File: src/rtl/fuzzy_rule_inference.sv
// fuzzy_rule_inference
//   Mamdani min/max inference stage that sits after fuzzification. One accepted
//   request evaluates the whole pNoOfMembers x pNoOfMembers rule base, one rule
//   per clock. It then publishes one aggregated degree per output fuzzy set.
//
// Ports
//   Clock, Reset         rising-edge clock, asynchronous active-high reset
//   InValid              start request, accepted only while idle
//   ErrorDegrees         Error degree per set, set k at [W*(k+1)-1 : W*k]
//   ErrorChangeDegrees   ErrorChange degree per set, same packing
//   RuleTable            consequent index of rule r = i*N+j, at [IW*(r+1)-1 : IW*r]
//   Busy                 high while the rule base is being walked
//   ValidOut             one-cycle pulse when OutputDegrees is updated
//   OutputDegrees        aggregated degree per output set, same packing as inputs
module fuzzy_rule_inference #(
    parameter int pFuzzyWidth  = 3,
    parameter int pNoOfMembers = 7,
    parameter int pIndexWidth  = 3
) (
    input  logic                                        Clock,
    input  logic                                        Reset,
    input  logic                                        InValid,
    input  logic [pFuzzyWidth*pNoOfMembers-1:0]         ErrorDegrees,
    input  logic [pFuzzyWidth*pNoOfMembers-1:0]         ErrorChangeDegrees,
    input  logic [pIndexWidth*pNoOfMembers*pNoOfMembers-1:0] RuleTable,
    output logic                                        Busy,
    output logic                                        ValidOut,
    output logic [pFuzzyWidth*pNoOfMembers-1:0]         OutputDegrees
);

    localparam int N  = pNoOfMembers;
    localparam int NR = N * N;
    localparam int CW = (N > 1) ? $clog2(N) : 1;
    localparam int RW = (NR > 1) ? $clog2(NR) : 1;
    localparam logic [RW-1:0] LAST_RULE = RW'(NR - 1);
    localparam logic [CW-1:0] LAST_SET  = CW'(N - 1);

    typedef enum logic [1:0] {IDLE, EVAL, DONE} state_t;

    state_t state, state_nxt;

    logic [pFuzzyWidth*N-1:0]      e_q, de_q;
    logic [pIndexWidth*NR-1:0]     rule_q;
    logic [CW-1:0]                 i_cnt, j_cnt;
    logic [RW-1:0]                 r_cnt;
    logic [N-1:0][pFuzzyWidth-1:0] acc;

    logic [pFuzzyWidth-1:0] e_arr  [N];
    logic [pFuzzyWidth-1:0] de_arr [N];
    logic [pIndexWidth-1:0] rule_arr [NR];

    logic [pFuzzyWidth-1:0] e_cur, de_cur, strength;
    logic [pIndexWidth-1:0] k;
    logic                   accept, last;

    for (genvar s = 0; s < N; s++) begin : g_unpack_deg
        assign e_arr[s]  = e_q[pFuzzyWidth*s +: pFuzzyWidth];
        assign de_arr[s] = de_q[pFuzzyWidth*s +: pFuzzyWidth];
    end
    for (genvar r = 0; r < NR; r++) begin : g_unpack_rule
        assign rule_arr[r] = rule_q[pIndexWidth*r +: pIndexWidth];
    end

    // i/j walk the rule grid alongside r, so the captured degree vectors can
    // be indexed without a divider.
    assign e_cur    = e_arr[i_cnt];
    assign de_cur   = de_arr[j_cnt];
    assign strength = (e_cur < de_cur) ? e_cur : de_cur;
    assign k        = rule_arr[r_cnt];
    assign accept   = (state == IDLE) && InValid;
    assign last     = (r_cnt == LAST_RULE);

    // State register
    always_ff @(posedge Clock or posedge Reset) begin
        if (Reset) state <= IDLE;
        else       state <= state_nxt;
    end

    // Next-state logic
    always_comb begin
        state_nxt = state;
        case (state)
            IDLE:    if (InValid) state_nxt = EVAL;
            EVAL:    if (last)    state_nxt = DONE;
            DONE:    state_nxt = IDLE;
            default: state_nxt = IDLE;
        endcase
    end

    // Output logic
    always_comb begin
        Busy = (state == EVAL);
    end

    // Datapath: capture, rule walk, aggregation, publish
    always_ff @(posedge Clock or posedge Reset) begin
        if (Reset) begin
            e_q           <= '0;
            de_q          <= '0;
            rule_q        <= '0;
            i_cnt         <= '0;
            j_cnt         <= '0;
            r_cnt         <= '0;
            acc           <= '0;
            ValidOut      <= 1'b0;
            OutputDegrees <= '0;
        end else begin
            ValidOut <= (state == DONE);
            if (state == DONE) OutputDegrees <= acc;

            if (accept) begin
                e_q    <= ErrorDegrees;
                de_q   <= ErrorChangeDegrees;
                rule_q <= RuleTable;
                i_cnt  <= '0;
                j_cnt  <= '0;
                r_cnt  <= '0;
                acc    <= '0;
            end else if (state == EVAL) begin
                r_cnt <= r_cnt + RW'(1);
                if (j_cnt == LAST_SET) begin
                    j_cnt <= '0;
                    i_cnt <= i_cnt + CW'(1);
                end else begin
                    j_cnt <= j_cnt + CW'(1);
                end
                // A consequent index >= N matches no set, which disables the rule.
                for (int s = 0; s < N; s++) begin
                    if (k == pIndexWidth'(s) && strength > acc[s])
                        acc[s] <= strength;
                end
            end
        end
    end

endmodule

File: config.mk
export PLATFORM = sky130hd
export DESIGN_NAME = fuzzy_rule_inference
export DESIGN_NICKNAME = d
export VERILOG_FILES = /design/src/rtl/fuzzy_rule_inference.sv
export SDC_FILE = /design/constraint.sdc
export NUM_CORES = 1
export LEC_CHECK = 0
export ABC_CLOCK_PERIOD_IN_PS = 16900
export CAP_MARGIN = 25
export CORE_MARGIN = 1.5
export CORE_UTILIZATION = 57
export DETAILED_ROUTE_END_ITERATION = 8
export GPL_TIMING_DRIVEN = 0
export PLACE_DENSITY_LB_ADDON = 0.05
export SLEW_MARGIN = 40
export SYNTH_ARGS = -nofsm -noshare
export SYNTH_HDL_FRONTEND = slang
export SYNTH_SLANG_ARGS = --single-unit
export TNS_END_PERCENT = 5
File: constraint.sdc
create_clock -name Clock -period 16.9 [get_ports Clock]
set_input_delay 3.38 -clock Clock [delete_from_list [all_inputs] [get_ports Clock]]
set_output_delay 3.38 -clock Clock [all_outputs]
set_load 0.02 [all_outputs]
==> results.sh, run 1 <==
export IMPL_gp_congestion=0.822
export IMPL_r2r_cells=15
export IMPL_wl_met2_mm=15.6
export IMPL_fp_dieW_um=146
export IMPL_hp_class="reg -> reg"
export IMPL_clk_insertion_delay_late_ns=0.53
export IMPL_wire_per_inst_um=17.3
export IMPL_grt_start_max_net_pins=84
export IMPL_dr_max_layer_used="met4"
export IMPL_drt_iter0_markers=572
export IMPL_slew_headroom_pct=46.5
export IMPL_period_minus_slack_ns=5.60
export IMPL_ys_warn_count=0
export IMPL_worst_pin_slew_ns=0.798
export IMPL_peakVddDrop_mv=0.0956
export IMPL_portBuffers=214
export IMPL_cts_root_buf="clkbuf_16"
export IMPL_maxCapViolations=0
export IMPL_crit_path_top_delay_cell="clkdlybuf4s50_1"
export IMPL_drc=0
export IMPL_status="complete, no violations"
export IMPL_worstPathArrival_ns=2.22
export IMPL_antenna_found_initial=0
export IMPL_synth_seq_area_share_pct=52.5
export IMPL_ys_types=59
export IMPL_clock_fmax_ghz=0.178
export IMPL_path_max_fanout=7
export IMPL_async_flop_share_pct=100
export IMPL_initial_core_util_pct=58.0
export IMPL_cts_tree="yes"
export IMPL_clock_sinks=246
export IMPL_ctsResizeCount=0
export IMPL_fillers=1450
export IMPL_power_leakage_nw=7.56
export IMPL_cts_hold_buf=0
export IMPL_hold_start="rule_q[5]"
export IMPL_synth_seq_cells=246
export IMPL_rr_startpoint="i_cnt[0]"
export IMPL_post_route_util_pct=75.3
export IMPL_min_to="rule_q[5]"
export IMPL_regToRegEndpoint="acc[11]"
export IMPL_period_share_pct=33.2
export IMPL_synth_flop_cell="dfrtp_1"
export IMPL_core_um2=20200
export IMPL_grt_pass1_wl_mm=50.4
export IMPL_rsz0062_at_grt="no"
export IMPL_syn_area_um2=11700
export IMPL_cts_made_buffers=26
export IMPL_met3_length_mm=1.67
export IMPL_path_cells="nand2b_1 -> inv_1 -> clkdlybuf4s50_1"
export IMPL_hpwl_mm=22.2
export IMPL_grt_pass1_vias=10200
export IMPL_worstPathRequired_ns=13.52
export IMPL_syn_num_nets=1468
export IMPL_clock_skew_ns=0.0165
export IMPL_setup_violations=0
export IMPL_dieArea_um2=21500
export IMPL_worstSetupStartpointType="flop"
export IMPL_path_clk_slew_ns=0.06
export IMPL_htree_levels=1
export IMPL_finalSetupTns_ns=0
export IMPL_vias=9738
export IMPL_io_pins=215
export IMPL_crit_type="reg -> out"
export IMPL_slew_viol_final=0
export IMPL_nets=1714
export IMPL_ant_nets=0
export IMPL_hold_violations=0
export IMPL_p_per_area_nw_per_um2=183
export IMPL_cts_buffer_depth=3
export IMPL_areaGrowthSynthToFinish_pct=29.8
export IMPL_diodes=0
export IMPL_overflow=0
export IMPL_critPathMaxStageDelay_ns=0.67
export IMPL_wirelength_mm=30.8
export IMPL_holdPathStages=2
export IMPL_netlist_instances=1249
export IMPL_crit_path_end_kind="primary output"
export IMPL_track_usage_pct=29.6
export IMPL_postCtsSetupRepairBufs=0
export IMPL_first_pass_iters=5
export IMPL_synth_edff_count=0
export IMPL_rows=52
export IMPL_viasPerCell=5.46
export IMPL_drive_above_1_share_pct=8.26
export IMPL_syn_area_per_cell_um2=9.39
export IMPL_wl_met1_mm=12.5
export IMPL_rrSetupSlack_ns=12.61
export IMPL_fp_dieH_um=146
[logic make-up after synthesis]
| family | Yosys count | synth area share (%) |
|---|---|---|
| AND/OR/NAND/NOR | 687 | 23.3 |
| flip-flops | 246 | 52.5 |
| multiplexers | 111 | 12.9 |
| buffers and inverters | 96 | 3.71 |
| AO/OA/AOI/OAI | 81 | 4.75 |
| adder cells (fa/ha/maj) | 27 | 2.88 |
| XOR/XNOR | 1 | 0.0747 |
[cell usage in the layout, fill, tap and decap left out, types with 5 or more instances in the layout]
master	n
clkdlybuf4s50_1	214
a21o_1	5
nor2b_1	7
buf_6	5
nand2b_1	5
nor2_1	17
mux4_2	25
buf_1	8
dfrtp_1	246
a31oi_1	7
clkinv_2	7
nor3_1	9
clkbuf_16	27
inv_1	26
mux2_2	27
nand2_1	616
clkbuf_1	46
a21oi_1	11
mux2i_1	55
buf_2	9
nand3_1	12
ha_1	27
o21ai_0	16
[final cells by class]
cell class / count / area, um^2 / area share, %
Timing Repair Buffer: 218 / 2230 / 14.6
Buffer: 68 / 332 / 2.18
Clock inverter: 13 / 175 / 1.15
Inverter: 28 / 113 / 0.739
Tap cell: 270 / 338 / 2.22
Multi-Input combinational cell: 907 / 5150 / 33.8
Sequential cell: 246 / 6160 / 40.4
Clock buffer: 33 / 738 / 4.85
[worst max-delay path, delay by kind of cell (launching register included)]
| kind | cells | cell delay [ns] |
|---|---|---|
| DFF | 1 | 0.47 |
| and+or+nand+nor | 1 | 0.35 |
| buffers and inverters | 2 | 0.87 |
[synth_stat cells (2+ instances only)]
cell         n  share of area [%]
nor4b_2      2               0.26
clkbuf_1    45                1.4
a21oi_1     11               0.47
o221ai_1     2               0.15
o22ai_1      4               0.21
nand2_1    616                 20
nand4b_1     3               0.22
buf_6        5               0.48
nor3_1       9               0.38
a22oi_1      3               0.19
o21ai_0     17               0.73
a22o_1       4               0.30
nor2b_1      7               0.37
o21a_1       4               0.26
o21ai_1      2              0.085
buf_1        8               0.26
nor2_1      17               0.54
mux4_2      25                4.8
mux2_2      27                2.6
dfrtp_1    246                 52
buf_2        8               0.34
nand3_1     12               0.51
o31ai_1      4               0.26
a31oi_1      7               0.37
nor3b_1      4               0.26
nand4_1      2               0.11
a21o_1       5               0.32
ha_1        27                2.9
mux2i_1     55                4.7
nand2b_1     5               0.27
o2bb2ai_1    4               0.30
mux4_1       3               0.67
a211oi_1     2               0.13
and2_1       3               0.16
inv_1       27               0.86
[per-stage QoR]
stage / cell area, um^2 / hold WS (ns) / setup WS, ns / power [mW] / instances
after floorplan: 11700 / 0.437 / 6.76 / 1.81 / 1249
after global placement: 14200 / 0.452 / 3.82 / 2.10 / 1733
after detailed placement: 14300 / 0.458 / 11.31 / 2.17 / 1737
after CTS: 15200 / 0.474 / 11.32 / 2.79 / 1783
after global routing: 15200 / 0.485 / 11.24 / 2.98 / 1783
final: 15200 / 0.472 / 11.30 / 2.79 / 1783
[report_power, final]
part | total (mW) | switching, mW | internal, mW
logic | 1.24 | 0.686 | 0.556
registers | 0.941 | 0.130 | 0.811
clock network | 0.607 | 0.237 | 0.370
[flip-flops by register name, indices dropped and copies added (netlist names)]
signal	flops
rule_q	147
OutputDegrees	21
ValidOut	1
r_cnt	6
acc	21
state	2
e_q	21
j_cnt	3
i_cnt	3
de_q	21
[worst max-delay path by stage]
stage | from | slack [ns] | endpoint
3_5_place_dp | InValid | 11.31 | state[0]
3_3_place_gp | Reset | 3.82 | OutputDegrees[9]
6_report | state[1] | 11.30 | Busy
2_1_floorplan | Reset | 6.76 | OutputDegrees[0]
4_1_cts | state[1] | 11.32 | Busy
5_1_grt | state[1] | 11.24 | Busy
[routing by layer]
| metal | vias to the layer above | global-route usage [%] |
|---|---|---|
| li1 | 4585 | - |
| met5 | - | 0 |
| met2 | 328 | 52.1 |
| met3 | 74 | 3.62 |
| met4 | 0 | 11.3 |
| met1 | 4751 | 37.6 |
No activity file was read; power rests on OpenSTA's default activity.
==> run 2: changes to the inputs <==
--- a/config.mk
+++ b/config.mk
@@ -5,10 +5,10 @@
 export SDC_FILE = /design/constraint.sdc
 export NUM_CORES = 1
 export LEC_CHECK = 0
-export ABC_CLOCK_PERIOD_IN_PS = 16900
+export ABC_CLOCK_PERIOD_IN_PS = 5400
 export CAP_MARGIN = 25
 export CORE_MARGIN = 1.5
-export CORE_UTILIZATION = 57
+export CORE_UTILIZATION = 53
 export DETAILED_ROUTE_END_ITERATION = 8
 export GPL_TIMING_DRIVEN = 0
 export PLACE_DENSITY_LB_ADDON = 0.05
==> constraint.sdc (replaced) <==
create_clock -name Clock -period 5.4 [get_ports Clock]
set_input_delay 1.08 -clock Clock [delete_from_list [all_inputs] [get_ports Clock]]
set_output_delay 1.08 -clock Clock [all_outputs]
set_load 0.02 [all_outputs]
==> run 2 against run 1 <==
Die area rose by 7.4%. Routed wire length shrank 2.5%. Combinational power rose to 3.1 times the previous value. Worst hold slack worse by 0.0050 ns. Cell count increased by 0.95%. Setup slack got worse by 10 ns. Critical endpoint is now acc[19]. Largest cell class unchanged.
==> results.sh, run 2 (synthesis gave the netlist of run 1 again) <==
export IMPL_status="complete, no violations"
export IMPL_crit_type="reg -> reg"
export IMPL_crit_path_top_delay_cell="mux4_2"
export IMPL_worstPathRequired_ns=5.84
export IMPL_cts_tree="yes"
export IMPL_overflow=0
export IMPL_setup_violations=0
export IMPL_dp_slack_ns=1.03
export IMPL_internal_power_mw=5.38
export IMPL_path_common_cell="ha_1"
export IMPL_worst_slack_ns=1.08
export IMPL_core_um2=21800
export IMPL_ctsResizeCount=0
export IMPL_cts_root_buf="clkbuf_16"
export IMPL_layout_common_cells="nand2_1 (616), dfrtp_1 (246), clkdlybuf4s50_1 (214)"
export IMPL_switching_power_mw=3.24
export IMPL_power_frac_seq_pct=34.0
export IMPL_period_minus_slack_ns=4.32
export IMPL_combPwrFrac_pct=45.0
export IMPL_power_leakage_nw=7.61
export IMPL_rows=54
export IMPL_cts_made_buffers=27
export IMPL_crit_path_end_kind="flop"
export IMPL_grt_pass1_wl_mm=48.1
export IMPL_hold_start="rule_q[105]"
export IMPL_initial_core_util_pct=53.9
export IMPL_clock_sinks=246
export IMPL_wirelength_mm=30.0
export IMPL_wire_per_inst_um=16.7
export IMPL_worst_pin_slew_ns=0.778
export IMPL_vias=9512
export IMPL_fin_cells=1800
export IMPL_swShare_pct=37.6
export IMPL_slew_viol_final=0
export IMPL_hpwl_mm=22.4
export IMPL_top_register="rule_q"
export IMPL_grt_start_max_net_pins=27
export IMPL_drive_above_1_share_pct=8.55
export IMPL_dieArea_um2=23000
export IMPL_rr_startpoint="i_cnt[0]"
export IMPL_postCtsSetupRepairBufs=0
export IMPL_register_area_um2=6160
export IMPL_grt_pass1_vias=9428
export IMPL_path_cells="clkbuf_1 -> mux4_2 -> mux2_2 -> ha_1 -> a21oi_1 -> a2bb2oi_1 -> o311ai_2 -> buf_2 -> ha_1 -> nor2b_1 -> o21a_1 -> o21ai_0 -> nor4b_2 -> mux2i_1"
export IMPL_fillers=1690
export IMPL_stdcell_area_um2=15400
export IMPL_track_usage_pct=27.1
export IMPL_p_per_area_nw_per_um2=561
export IMPL_slew_headroom_pct=47.8
export IMPL_critPathMaxStageDelay_ns=0.58
export IMPL_hp_class="reg -> reg"
export IMPL_period_share_pct=80.0
export IMPL_clk_insertion_delay_late_ns=0.53
export IMPL_postPlaceCellArea_um2=14500
export IMPL_fp_dieW_um=152
export IMPL_viasPerCell=5.28
export IMPL_first_pass_iters=5
export IMPL_worstSetupStartpointType="flop"
export IMPL_gp_congestion=0.834
export IMPL_maxCapViolations=0
export IMPL_drt_iter0_markers=513
export IMPL_rsz0062_at_grt="no"
export IMPL_ant_nets=0
export IMPL_dp_cells=1755
export IMPL_portBuffers=214
export IMPL_fp_dieH_um=152
export IMPL_peakVddDrop_mv=0.253
export IMPL_htree_levels=1
export IMPL_p_clk_share_pct=21.0
export IMPL_clock_fmax_ghz=0.232
export IMPL_drc=0
export IMPL_nets=1723
export IMPL_cts_buffer_depth=3
export IMPL_hold_violations=0
export IMPL_io_pins=215
export IMPL_path_clk_slew_ns=0.06
export IMPL_areaGrowthSynthToFinish_pct=30.9
export IMPL_diodes=0
export IMPL_cp_startpoint="i_cnt[0]"
export IMPL_multi_input_area_um2=5150
export IMPL_worstPathArrival_ns=4.75
export IMPL_clock_skew_ns=0.0135
export IMPL_cts_hold_buf=0
export IMPL_path_max_fanout=10
export IMPL_largest_reg_flops=147
export IMPL_antenna_found_initial=0
export IMPL_layout_commonest_cell="nand2_1"
[run 2: changes by cell type in the layout (fill, tap and decap cells not counted), sizes merged]
cell / before / now
buf: 27 / 35
clkbuf: 78 / 82
inv: 30 / 27
bufinv: 4 / 2
clkinv: 7 / 6
clkinvlp: 0 / 1
[run 2: final cells by class]
type                            count  area share (%)
Inverter                           28           0.709
Tap cell                          280            2.28
Sequential cell                   246            40.1
Clock buffer                       37            5.03
Buffer                             68            2.16
Timing Repair Buffer              226            15.7
Clock inverter                      8           0.586
Multi-Input combinational cell    907            33.5
[run 2: metrics by stage]
stage	power, mW	hold slack [ns]	setup TNS (ns)	utilization (%)
3_5_place_dp	6.80	0.457	0	66.6
6_report	8.62	0.467	0	70.6
2_1_floorplan	5.65	0.437	0	-
3_3_place_gp	6.60	0.453	-170.38	65.4
4_1_cts	8.64	0.471	0	70.6
5_1_grt	9.25	0.480	0	70.6
[run 2: path summary, 6_finish.rpt]
kind                                          end  slack, ns  depth (start not counted)
worst max-delay path                      acc[19]       1.08                         14
worst min register to register        rule_q[105]       0.47                          2
max in group asynchronous       OutputDegrees[11]       3.42                          6
min in group asynchronous             rule_q[123]       0.95                          2
worst max register to register            acc[19]       1.08                         14
worst min-delay path                  rule_q[105]       0.47                          2
[run 2: worst max-delay path, delay by kind of cell, from the launching register on]
family | cells | cell delay (ns)
adders and majority gates | 2 | 0.62
AOI/OAI and AO/OA | 5 | 0.88
muxes | 3 | 1.13
DFF | 1 | 0.35
buffers and inverters | 2 | 0.63
and+or+nand+nor | 2 | 0.63
[run 2: per-layer routing]
metal	track usage [%]	vias to the layer above	wire [um]
li1	-	4595	-
met1	37.0	4594	13300
met2	46.0	286	14600
met3	3.23	37	1670
met4	7.02	0	525
met5	0	-	0
[run 2: power by group through the flow]
stage | Sequential [mW] | Combinational (mW) | Clock (mW)
floorplan | 2.83 | 2.82 | 0
global placement | 2.92 | 3.68 | 0
detailed placement | 2.94 | 3.86 | 0
CTS | 2.92 | 3.89 | 1.83
global route | 3.00 | 4.34 | 1.91
finish | 2.93 | 3.88 | 1.81
